[config.mk]
export PLATFORM = sky130hd
export DESIGN_NAME = mul_share_arb
export DESIGN_NICKNAME = d
export VERILOG_FILES = /design/src/rtl/mul_share_arb.sv
export SDC_FILE = /design/constraint.sdc
export NUM_CORES = 1
export LEC_CHECK = 0
export ABC_AREA = 1
export BUFFER_PORTS_ARGS = -buffer_cell sky130_fd_sc_hd__buf_2
export CORE_UTILIZATION = 56
export DETAILED_ROUTE_END_ITERATION = 12
export MAX_ROUTING_LAYER = met4
export PLACE_DENSITY = 0.92
export SLEW_MARGIN = 15
export SYNTH_ARGS = -nofsm -noshare
export SYNTH_HDL_FRONTEND = slang
export SYNTH_SLANG_ARGS = --single-unit
export TNS_END_PERCENT = 20
[constraint.sdc]
create_clock -name clk -period 2.9 [get_ports clk]
set_input_delay 0.58 -clock clk [delete_from_list [all_inputs] [get_ports clk]]
set_output_delay 0.58 -clock clk [all_outputs]
set_load 0.02 [all_outputs]
[src/rtl/mul_share_arb.sv]
// Shares one fixed-latency pipelined multiplier among NUM_REQ requesters, tracking IDs
// through the pipe into a credit-protected result FIFO. Define MUL_SHARE_RR_EN for round-robin.
module mul_share_arb #(
    parameter int NUM_REQ = 4,
    parameter int WIDTH   = 32,
    parameter int LATENCY = 3
) (
    input  logic                       clk,
    input  logic                       rst_n,
    input  logic [NUM_REQ-1:0]         req_valid,
    output logic [NUM_REQ-1:0]         req_ready,
    input  logic [NUM_REQ*WIDTH-1:0]   req_a,
    input  logic [NUM_REQ*WIDTH-1:0]   req_b,
    output logic [WIDTH-1:0]           mul_a,
    output logic [WIDTH-1:0]           mul_b,
    input  logic [2*WIDTH-1:0]         mul_o,
    output logic                       resp_valid,
    input  logic                       resp_ready,
    output logic [$clog2(NUM_REQ)-1:0] resp_id,
    output logic [2*WIDTH-1:0]         resp_data
);
    localparam int ID_W  = $clog2(NUM_REQ);
    localparam int DEPTH = LATENCY + 3;
    localparam int CNT_W = $clog2(DEPTH + 1);
    localparam int PTR_W = $clog2(DEPTH);
    localparam int TV_W  = LATENCY + 1;
    localparam int TAG_W = TV_W * ID_W;

    logic               gnt_any;
    logic [ID_W-1:0]    gnt_idx;
    logic               can_issue;
    logic               issue;
    logic               push;
    logic               pop;

    logic [WIDTH-1:0]   mul_a_q, mul_a_d;
    logic [WIDTH-1:0]   mul_b_q, mul_b_d;
    logic [TV_W-1:0]    tag_v_q, tag_v_d;
    logic [TAG_W-1:0]   tag_id_q, tag_id_d;
    logic [ID_W-1:0]    fid_q  [DEPTH];
    logic [ID_W-1:0]    fid_d  [DEPTH];
    logic [2*WIDTH-1:0] fdat_q [DEPTH];
    logic [2*WIDTH-1:0] fdat_d [DEPTH];
    logic [PTR_W-1:0]   wr_q, wr_d;
    logic [PTR_W-1:0]   rd_q, rd_d;
    logic [CNT_W-1:0]   cnt_q, cnt_d;
    logic [CNT_W-1:0]   outst_q, outst_d;

`ifdef MUL_SHARE_RR_EN
    logic [ID_W-1:0]    ptr_q, ptr_d;
    int unsigned        rr_idx;

    always_comb begin
        gnt_any = 1'b0;
        gnt_idx = '0;
        rr_idx  = 0;
        for (int unsigned k = 0; k < NUM_REQ; k++) begin
            rr_idx = (32'(ptr_q) + k) % 32'(NUM_REQ);
            if (!gnt_any && req_valid[ID_W'(rr_idx)]) begin
                gnt_any = 1'b1;
                gnt_idx = ID_W'(rr_idx);
            end
        end
    end

    always_comb begin
        ptr_d = ptr_q;
        if (issue) begin
            ptr_d = (gnt_idx == ID_W'(NUM_REQ - 1)) ? '0 : gnt_idx + 1'b1;
        end
    end

    always_ff @(posedge clk or negedge rst_n) begin
        if (!rst_n) ptr_q <= '0;
        else        ptr_q <= ptr_d;
    end
`else
    always_comb begin
        gnt_any = 1'b0;
        gnt_idx = '0;
        for (int unsigned k = 0; k < NUM_REQ; k++) begin
            if (!gnt_any && req_valid[ID_W'(k)]) begin
                gnt_any = 1'b1;
                gnt_idx = ID_W'(k);
            end
        end
    end
`endif

    // outstanding = FIFO occupancy + in-flight tags; issue only while a slot is guaranteed
    assign can_issue = (outst_q < CNT_W'(DEPTH));
    assign issue     = gnt_any & can_issue & rst_n;
    assign push      = tag_v_q[LATENCY];
    assign pop       = resp_valid & resp_ready;

    always_comb begin
        req_ready = '0;
        if (issue) req_ready[gnt_idx] = 1'b1;
    end

    always_comb begin
        mul_a_d  = mul_a_q;
        mul_b_d  = mul_b_q;
        if (issue) begin
            mul_a_d = req_a[32'(gnt_idx)*WIDTH +: WIDTH];
            mul_b_d = req_b[32'(gnt_idx)*WIDTH +: WIDTH];
        end
        tag_v_d  = (tag_v_q << 1) | TV_W'(issue);
        tag_id_d = (tag_id_q << ID_W) | TAG_W'(gnt_idx);
    end

    always_comb begin
        fid_d  = fid_q;
        fdat_d = fdat_q;
        wr_d   = wr_q;
        rd_d   = rd_q;
        cnt_d  = cnt_q;
        if (push) begin
            fid_d[wr_q]  = tag_id_q[LATENCY*ID_W +: ID_W];
            fdat_d[wr_q] = mul_o;
            wr_d         = (wr_q == PTR_W'(DEPTH - 1)) ? '0 : wr_q + 1'b1;
        end
        if (pop) begin
            rd_d = (rd_q == PTR_W'(DEPTH - 1)) ? '0 : rd_q + 1'b1;
        end
        case ({push, pop})
            2'b10:   cnt_d = cnt_q + 1'b1;
            2'b01:   cnt_d = cnt_q - 1'b1;
            default: cnt_d = cnt_q;
        endcase
        case ({issue, pop})
            2'b10:   outst_d = outst_q + 1'b1;
            2'b01:   outst_d = outst_q - 1'b1;
            default: outst_d = outst_q;
        endcase
    end

    always_ff @(posedge clk or negedge rst_n) begin
        if (!rst_n) begin
            mul_a_q  <= '0;
            mul_b_q  <= '0;
            tag_v_q  <= '0;
            tag_id_q <= '0;
            fid_q    <= '{default: '0};
            fdat_q   <= '{default: '0};
            wr_q     <= '0;
            rd_q     <= '0;
            cnt_q    <= '0;
            outst_q  <= '0;
        end else begin
            mul_a_q  <= mul_a_d;
            mul_b_q  <= mul_b_d;
            tag_v_q  <= tag_v_d;
            tag_id_q <= tag_id_d;
            fid_q    <= fid_d;
            fdat_q   <= fdat_d;
            wr_q     <= wr_d;
            rd_q     <= rd_d;
            cnt_q    <= cnt_d;
            outst_q  <= outst_d;
        end
    end

    assign mul_a      = mul_a_q;
    assign mul_b      = mul_b_q;
    assign resp_valid = (cnt_q != '0);
    assign resp_id    = resp_valid ? fid_q[rd_q]  : '0;
    assign resp_data  = resp_valid ? fdat_q[rd_q] : '0;

endmodule

==> results of run 1 <==
## cell usage after synthesis (all sizes together)
cell,instances
nand3,324
fa,2
o21a,1
clkbuf,98
nand2,998
nand4,1
ha,2
inv,344
a31oi,66
a21oi,1
buf,134
o211ai,132
nor2,18
xor2,3
dfrtp,484
or2,132
o21ai,403
xnor2,2
nor3,1
## power groups by stage
stage / sequential, mW / clock, mW / combinational, mW
floorplan: 11.8 / 0 / 8.88
global placement: 11.8 / 0 / 13.2
detailed placement: 11.9 / 0 / 13.7
CTS: 11.9 / 6.78 / 14.0
global route: 12.3 / 7.05 / 15.9
finish: 11.9 / 6.73 / 14.6
## routing by layer
| layer | part of all wire | up-vias | GRT usage |
|---|---|---|---|
| met5 | 0 | - | - |
| met3 | 0.10 | 283 | 0.07583 |
| met2 | 0.47 | 1412 | 0.5477 |
| met4 | 0.058 | 0 | 0.1943 |
| met1 | 0.37 | 11260 | 0.4299 |
| li1 | - | 10790 | - |
## cell families (layout without fill, tap and decap cells)
logic type               after synthesis  after routing  synth area share
AND/OR/NAND/NOR                     1474           1474            0.2586
buffers and inverters                576            943           0.09713
XOR/XNOR                               5              5          0.001803
adder cells (fa/ha/maj)                4              4          0.002678
AO/OA/AOI/OAI                        603            603            0.1413
other                                  0             20                 0
flip-flops                           484            484            0.4985
## worst max-delay path, delay by kind of cell, from the launching register on
kind	cells	cell delay, ns
buffers and inverters	2	0.53
AO/OA/AOI/OAI	2	0.42
AND/OR/NAND/NOR	1	0.17
flip-flops	1	0.55
## sequential cells by signal (all words and copies together) (netlist names)
name,cells
fdat_q,384
mul_a,32
mul_b,32
fid_q,12
tag_id_q,8
tag_v_q,4
cnt_q,3
outst_q,3
rd_q,3
wr_q,3
## timing repair
| item | 4_1_cts | 5_1_grt |
|---|---|---|
| pin swaps | 2 | 2 |
| endpoints found under the hold margin | 3 | 0 |
| hold buffers | 1 | 0 |
| setup buffers | 0 | 3 |
| resized for setup | 16 | 14 |
| cloned | 0 | 4 |
| endpoints found under the setup margin | 18 | 39 |
## final cells by class
| class | instances | share of cell area |
|---|---|---|
| inverters | 344 | 0.04495 |
| well taps | 577 | 0.02489 |
| clock inverters | 17 | 0.008671 |
| diodes | 20 | 0.001726 |
| flip-flops and latches | 484 | 0.4179 |
| repair buffers | 507 | 0.1055 |
| multi-input cells | 2086 | 0.3453 |
| repair inverters | 1 | 0.0003020 |
| clock buffers | 74 | 0.05078 |
## through the flow
stage | area [µm²] | cells
final | 29000 | 4110
after global routing | 29000 | 4110
after CTS | 28770 | 4083
after detailed placement | 26950 | 3991
after global placement | 26950 | 3991
after floorplan | 24300 | 3146
## how the worst min path moves through the flow
stage | cells after the start | to
floorplan | 0 | cnt_q[0]
global placement | 0 | tag_id_q[4]
detailed placement | 0 | tag_id_q[2]
CTS | 3 | fdat_q[326]
global route | 3 | fdat_q[205]
finish | 3 | fdat_q[134]
==> results.yml, run 1 <==
status:
  status: "finished, final reports clean"
clock_network:
  ctsLongestPathBuffers: 3
  clk_pin_slew_ns: 0.06
  cts.htree.levels: 2
  cts_num_sinks: 484
  clock-root-buffer: "clkbuf_16"
  cts_tree: "yes"
  numCtsBuffers: 50
  clkLatencyLatePin_ns: 0.61
final_layout:
  layout_common_cells: "nand2_1, dfrtp_1, buf_2"
  mostFrequentLayoutCell: "nand2_1"
  final_util: 0.6853
  drive_above_1_share: 0.2149
  num-nets-final: 3805
  syn_to_final_growth_pct: 19.37
  seq_area_um2: 12120
  multi_input_area_um2: 10020
  fillers: 3165
sta:
  setup_viol: 0
  hold_violations: 0
  finalCriticalPeriod_ns: 2.873
  rsz0062_at_grt: "yes"
  skew_ns: 0.03318
  worst_pin_slew_ns: 1.224
  setup_tns_ns: 0
  slew_headroom: 0.1842
  drv_slew: 0
  post-route-period-util: 0.9906
  max_freq_ghz: 0.3481
  setup_ws_ns: 0.02716
  holdWs_ns: 0.3049
setup_path:
  r2r_end: "cnt_q[2]"
  slowest_delay_ns: 0.55
  critPathCapture: "resp_data[58]"
  r2r_setup_slack_ns: 0.74
  critPathMaxFanout: 66
  arrival_ns: 2.29
  crit_type: "reg2out"
  cp-start-kind: "flip-flop"
  reg2reg_depth: 10
  path_cells: "buf_12 > or2_2 > o211ai_1 > a31oi_2 > buf_2"
  startpoint: "rd_q[0]"
  crit_required_ns: 2.32
  r2r-start: "cnt_q[0]"
  slowest_stage: "dfrtp_4"
  cp-end-kind: "output port"
floorplan:
  dieArea_um2: 44220
  ios: 462
  fp.dieH_um: 210.3
  coreArea_um2: 42320
  initial_core_util: 0.5741
  die_x_um: 210.3
  rows: 75
logic_synthesis:
  ys_seq_elements: 484
  yosys_warnings: 0
  syn_area_um2: 24300
  ys_seq_area_frac: 0.4985
  synth_area_leader_cell: "dfrtp_1"
  syn_inst: 3146
  synth_top_area_share: 0.4985
  synth.avg_cell_area_um2: 7.723
  netlist_top_cells_area: "dfrtp_1, nand2_1, o21ai_0"
  syn_nets: 3477
  synth.distinct_cells: 25
power:
  p_leak_nw: 15.57
  combPwrFrac: 0.439
  sequentialPowerShare: 0.359
  power.internal_mw: 19.24
  power_switching_mw: 14.04
  p_clk_frac: 0.202
  p_per_area_nw_per_um2: 1147
  switching_share: 0.4219
  vdd_ir_drop_max_v: 0.0006169
  p_total_mw: 33.28
global_routing:
  antenna_found_initial: 21
  grt_start_max_net_pins: 200
  grt_pass1_wl_um: 119400
  grt_pass1_vias: 22660
  grtUsageTotal: 0.3524
  overflow: 0
detailed_routing:
  drtIter0Drc: 2930
  vias: 23740
  drt-total-wl_um: 77110
  via_per_inst: 5.776
  ant_nets: 0
  first_pass_iters: 6
  drcViolationCount: 0
  wl_per_cell_um: 18.76
job:
  maxCapViolations: 0
placed_design:
  io_buffers: 461
  gp_congestion: 1.013
  post-place-ws_ns: 0.4924
  dp_hpwl_um: 46930
worst_hold_path:
  hold_start: "mul_o[6]"
  hp-class: "in2reg"
No activity file was read; power rests on OpenSTA's default activity.
==> run 2: changes to the inputs <==
Settings changed: PLACE_DENSITY 0.92 to 0.81.
==> run 2 against run 1 <==
Global-route usage grew 1.4 points. Critical path depth grew 2. Maximum frequency shrank 0.22%. Sequential power is essentially flat. Setup slack lost 0.0064 ns. Flip-flop and latch count is the same. Design area grew 0.74%. Critical endpoint is now resp_data[40].
==> results.yml, run 2 (synthesis gave the netlist of run 1 again) <==
final_layout:
  final_util: 0.6903
  max_flop_register: "fdat_q"
  final_area_um2: 29220
  seq_area_um2: 12120
  num-nets-final: 3819
  final_cell_count_no_fill: 4122
  drive_above_1_share: 0.2201
  fillers: 3404
  mostFrequentLayoutCell: "nand2_1"
  multi_input_area_um2: 9978
  largest_reg_flops: 384
  layout_common_cells: "nand2_1, dfrtp_1, buf_2"
  syn_to_final_growth_pct: 20.25
placed_design:
  post-place-ws_ns: 0.5160
  dp_cells: 4002
  io_buffers: 461
  dp_hpwl_um: 50790
  gp_congestion: 1.032
  placed_cell_area_um2: 27040
power:
  p_leak_nw: 15.73
  vdd_ir_drop_max_v: 0.0006145
  power.internal_mw: 19.73
  power_switching_mw: 14.00
  combPwrFrac: 0.435
  p_clk_frac: 0.212
  p_per_area_nw_per_um2: 1154
  switching_share: 0.4152
  sequentialPowerShare: 0.352
sta:
  drv_slew: 0
  finalCriticalPeriod_ns: 2.879
  setup_ws_ns: 0.02072
  worst_pin_slew_ns: 0.8386
  rsz0062_at_grt: "yes"
  skew_ns: 0.02041
  post-route-period-util: 0.9929
  max_freq_ghz: 0.3473
  hold_violations: 0
  slew_headroom: 0.4410
  setup_tns_ns: 0
  setup_viol: 0
detailed_routing:
  first_pass_iters: 6
  ant_nets: 0
  drtIter0Drc: 2501
  via_per_inst: 5.677
  drcViolationCount: 0
  wl_per_cell_um: 19.10
  drt-total-wl_um: 78730
  vias: 23400
setup_path:
  crit_type: "reg2out"
  arrival_ns: 2.30
  reg2reg_depth: 10
  slowest_stage: "dfrtp_4"
  r2r_setup_slack_ns: 0.78
  cp-start-kind: "flip-flop"
  cp-end-kind: "output port"
  slowest_delay_ns: 0.57
  path_cells: "inv_12 > buf_12 > nand2_1 > nand2_1 > nand3_1 > a31oi_2 > buf_2"
  critPathMaxFanout: 42
  r2r_end: "cnt_q[2]"
  cpMostUsedCell: "nand2_1"
  crit_required_ns: 2.32
  r2r-start: "cnt_q[0]"
job:
  maxCapViolations: 0
global_routing:
  grt_pass1_wl_um: 123400
  overflow: 0
  grtUsageTotal: 0.3665
  grt_pass1_vias: 22760
  grt_start_max_net_pins: 133
  antenna_found_initial: 15
worst_hold_path:
  hp-class: "in2reg"
  holdPathStages: 3
  hold_start: "mul_o[52]"
  whs_endpoint: "fdat_q[180]"
status:
  status: "finished, final reports clean"
floorplan:
  rows: 75
  initial_core_util: 0.5741
  dieArea_um2: 44220
  die_x_um: 210.3
  fp.dieH_um: 210.3
  coreArea_um2: 42320
  ios: 462
clock_network:
  numCtsBuffers: 51
  cts_tree: "yes"
  clkLatencyLatePin_ns: 0.60
  ctsLongestPathBuffers: 3
  cts.htree.levels: 2
  clk_pin_slew_ns: 0.06
  clock-root-buffer: "clkbuf_16"
  cts_num_sinks: 484
## run 2: cell count changes in the layout (fill, tap and decap cells not counted), moves of 3 or more
cell       previous run  this run
diode_2              20        15
clkbuf_1             12         4
buf_2               460       454
a31oi_1              53        57
clkinv_8              3         0
clkinv_2              5        11
buf_4                13        32
bufinv_16             5         8
clkbuf_8             11        17
## run 2: repair_timing
action,in CTS,in global routing
gates resized for setup,10,15
setup buffers,2,3
hold buffers,1,0
hold endpoints to repair,8,0
gates cloned,3,1
pin swaps,1,5
setup endpoints to repair,33,39
## run 2: area by class of cell
cell class,instances,share of cell area
tap,577,0.02471
multi-input combinational,2086,0.3415
inverter,344,0.04462
clock buffer,72,0.05220
clock inverter,23,0.01169
antenna,15,0.001285
timing repair buffer,520,0.1089
timing repair inverter,1,0.0002998
sequential,484,0.4147
## run 2: how the worst max path moves through the flow
stage / to / depth (start not counted) / start / slack (ns)
4_1_cts: resp_data[18] / 8 / rd_q[0] / 0.008
3_5_place_dp: req_ready[0] / 7 / req_valid[1] / 0.52
5_1_grt: resp_data[18] / 8 / rd_q[0] / -0.02
3_3_place_gp: req_ready[0] / 7 / req_valid[1] / 0.52
2_1_floorplan: outst_q[2] / 13 / req_valid[1] / 0.68
6_report: resp_data[40] / 7 / rd_q[0] / 0.02
## run 2: worst max-delay path: cells and delay by family (launching register included)
kind	cells	cell delay (ns)
AOI/OAI and AO/OA	1	0.29
and+or+nand+nor	3	0.23
buffers and inverters	3	0.57
DFF	1	0.57
## run 2: per-stage QoR
stage | power (mW) | hold WS [ns]
2_1_floorplan | 20.72 | 0.2844
3_3_place_gp | 25.27 | 0.3313
3_5_place_dp | 25.83 | 0.3347
4_1_cts | 33.44 | 0.2918
5_1_grt | 35.78 | 0.3250
6_report | 33.73 | 0.3080
## run 2: routing by layer
| metal | vias up | track usage | part of all wire |
|---|---|---|---|
| met5 | - | - | 0 |
| met4 | 0 | 0.1696 | 0.044 |
| met3 | 192 | 0.05945 | 0.081 |
| met2 | 1119 | 0.5865 | 0.48 |
| met1 | 11280 | 0.4583 | 0.39 |
| li1 | 10810 | - | - |
## run 2: power groups by stage
stage	Clock (mW)	Combinational, mW	Sequential, mW
2_1_floorplan	0	8.88	11.8
3_3_place_gp	0	13.6	11.7
3_5_place_dp	0	14.0	11.8
4_1_cts	7.24	14.4	11.8
5_1_grt	7.50	16.0	12.2
6_report	7.17	14.7	11.9
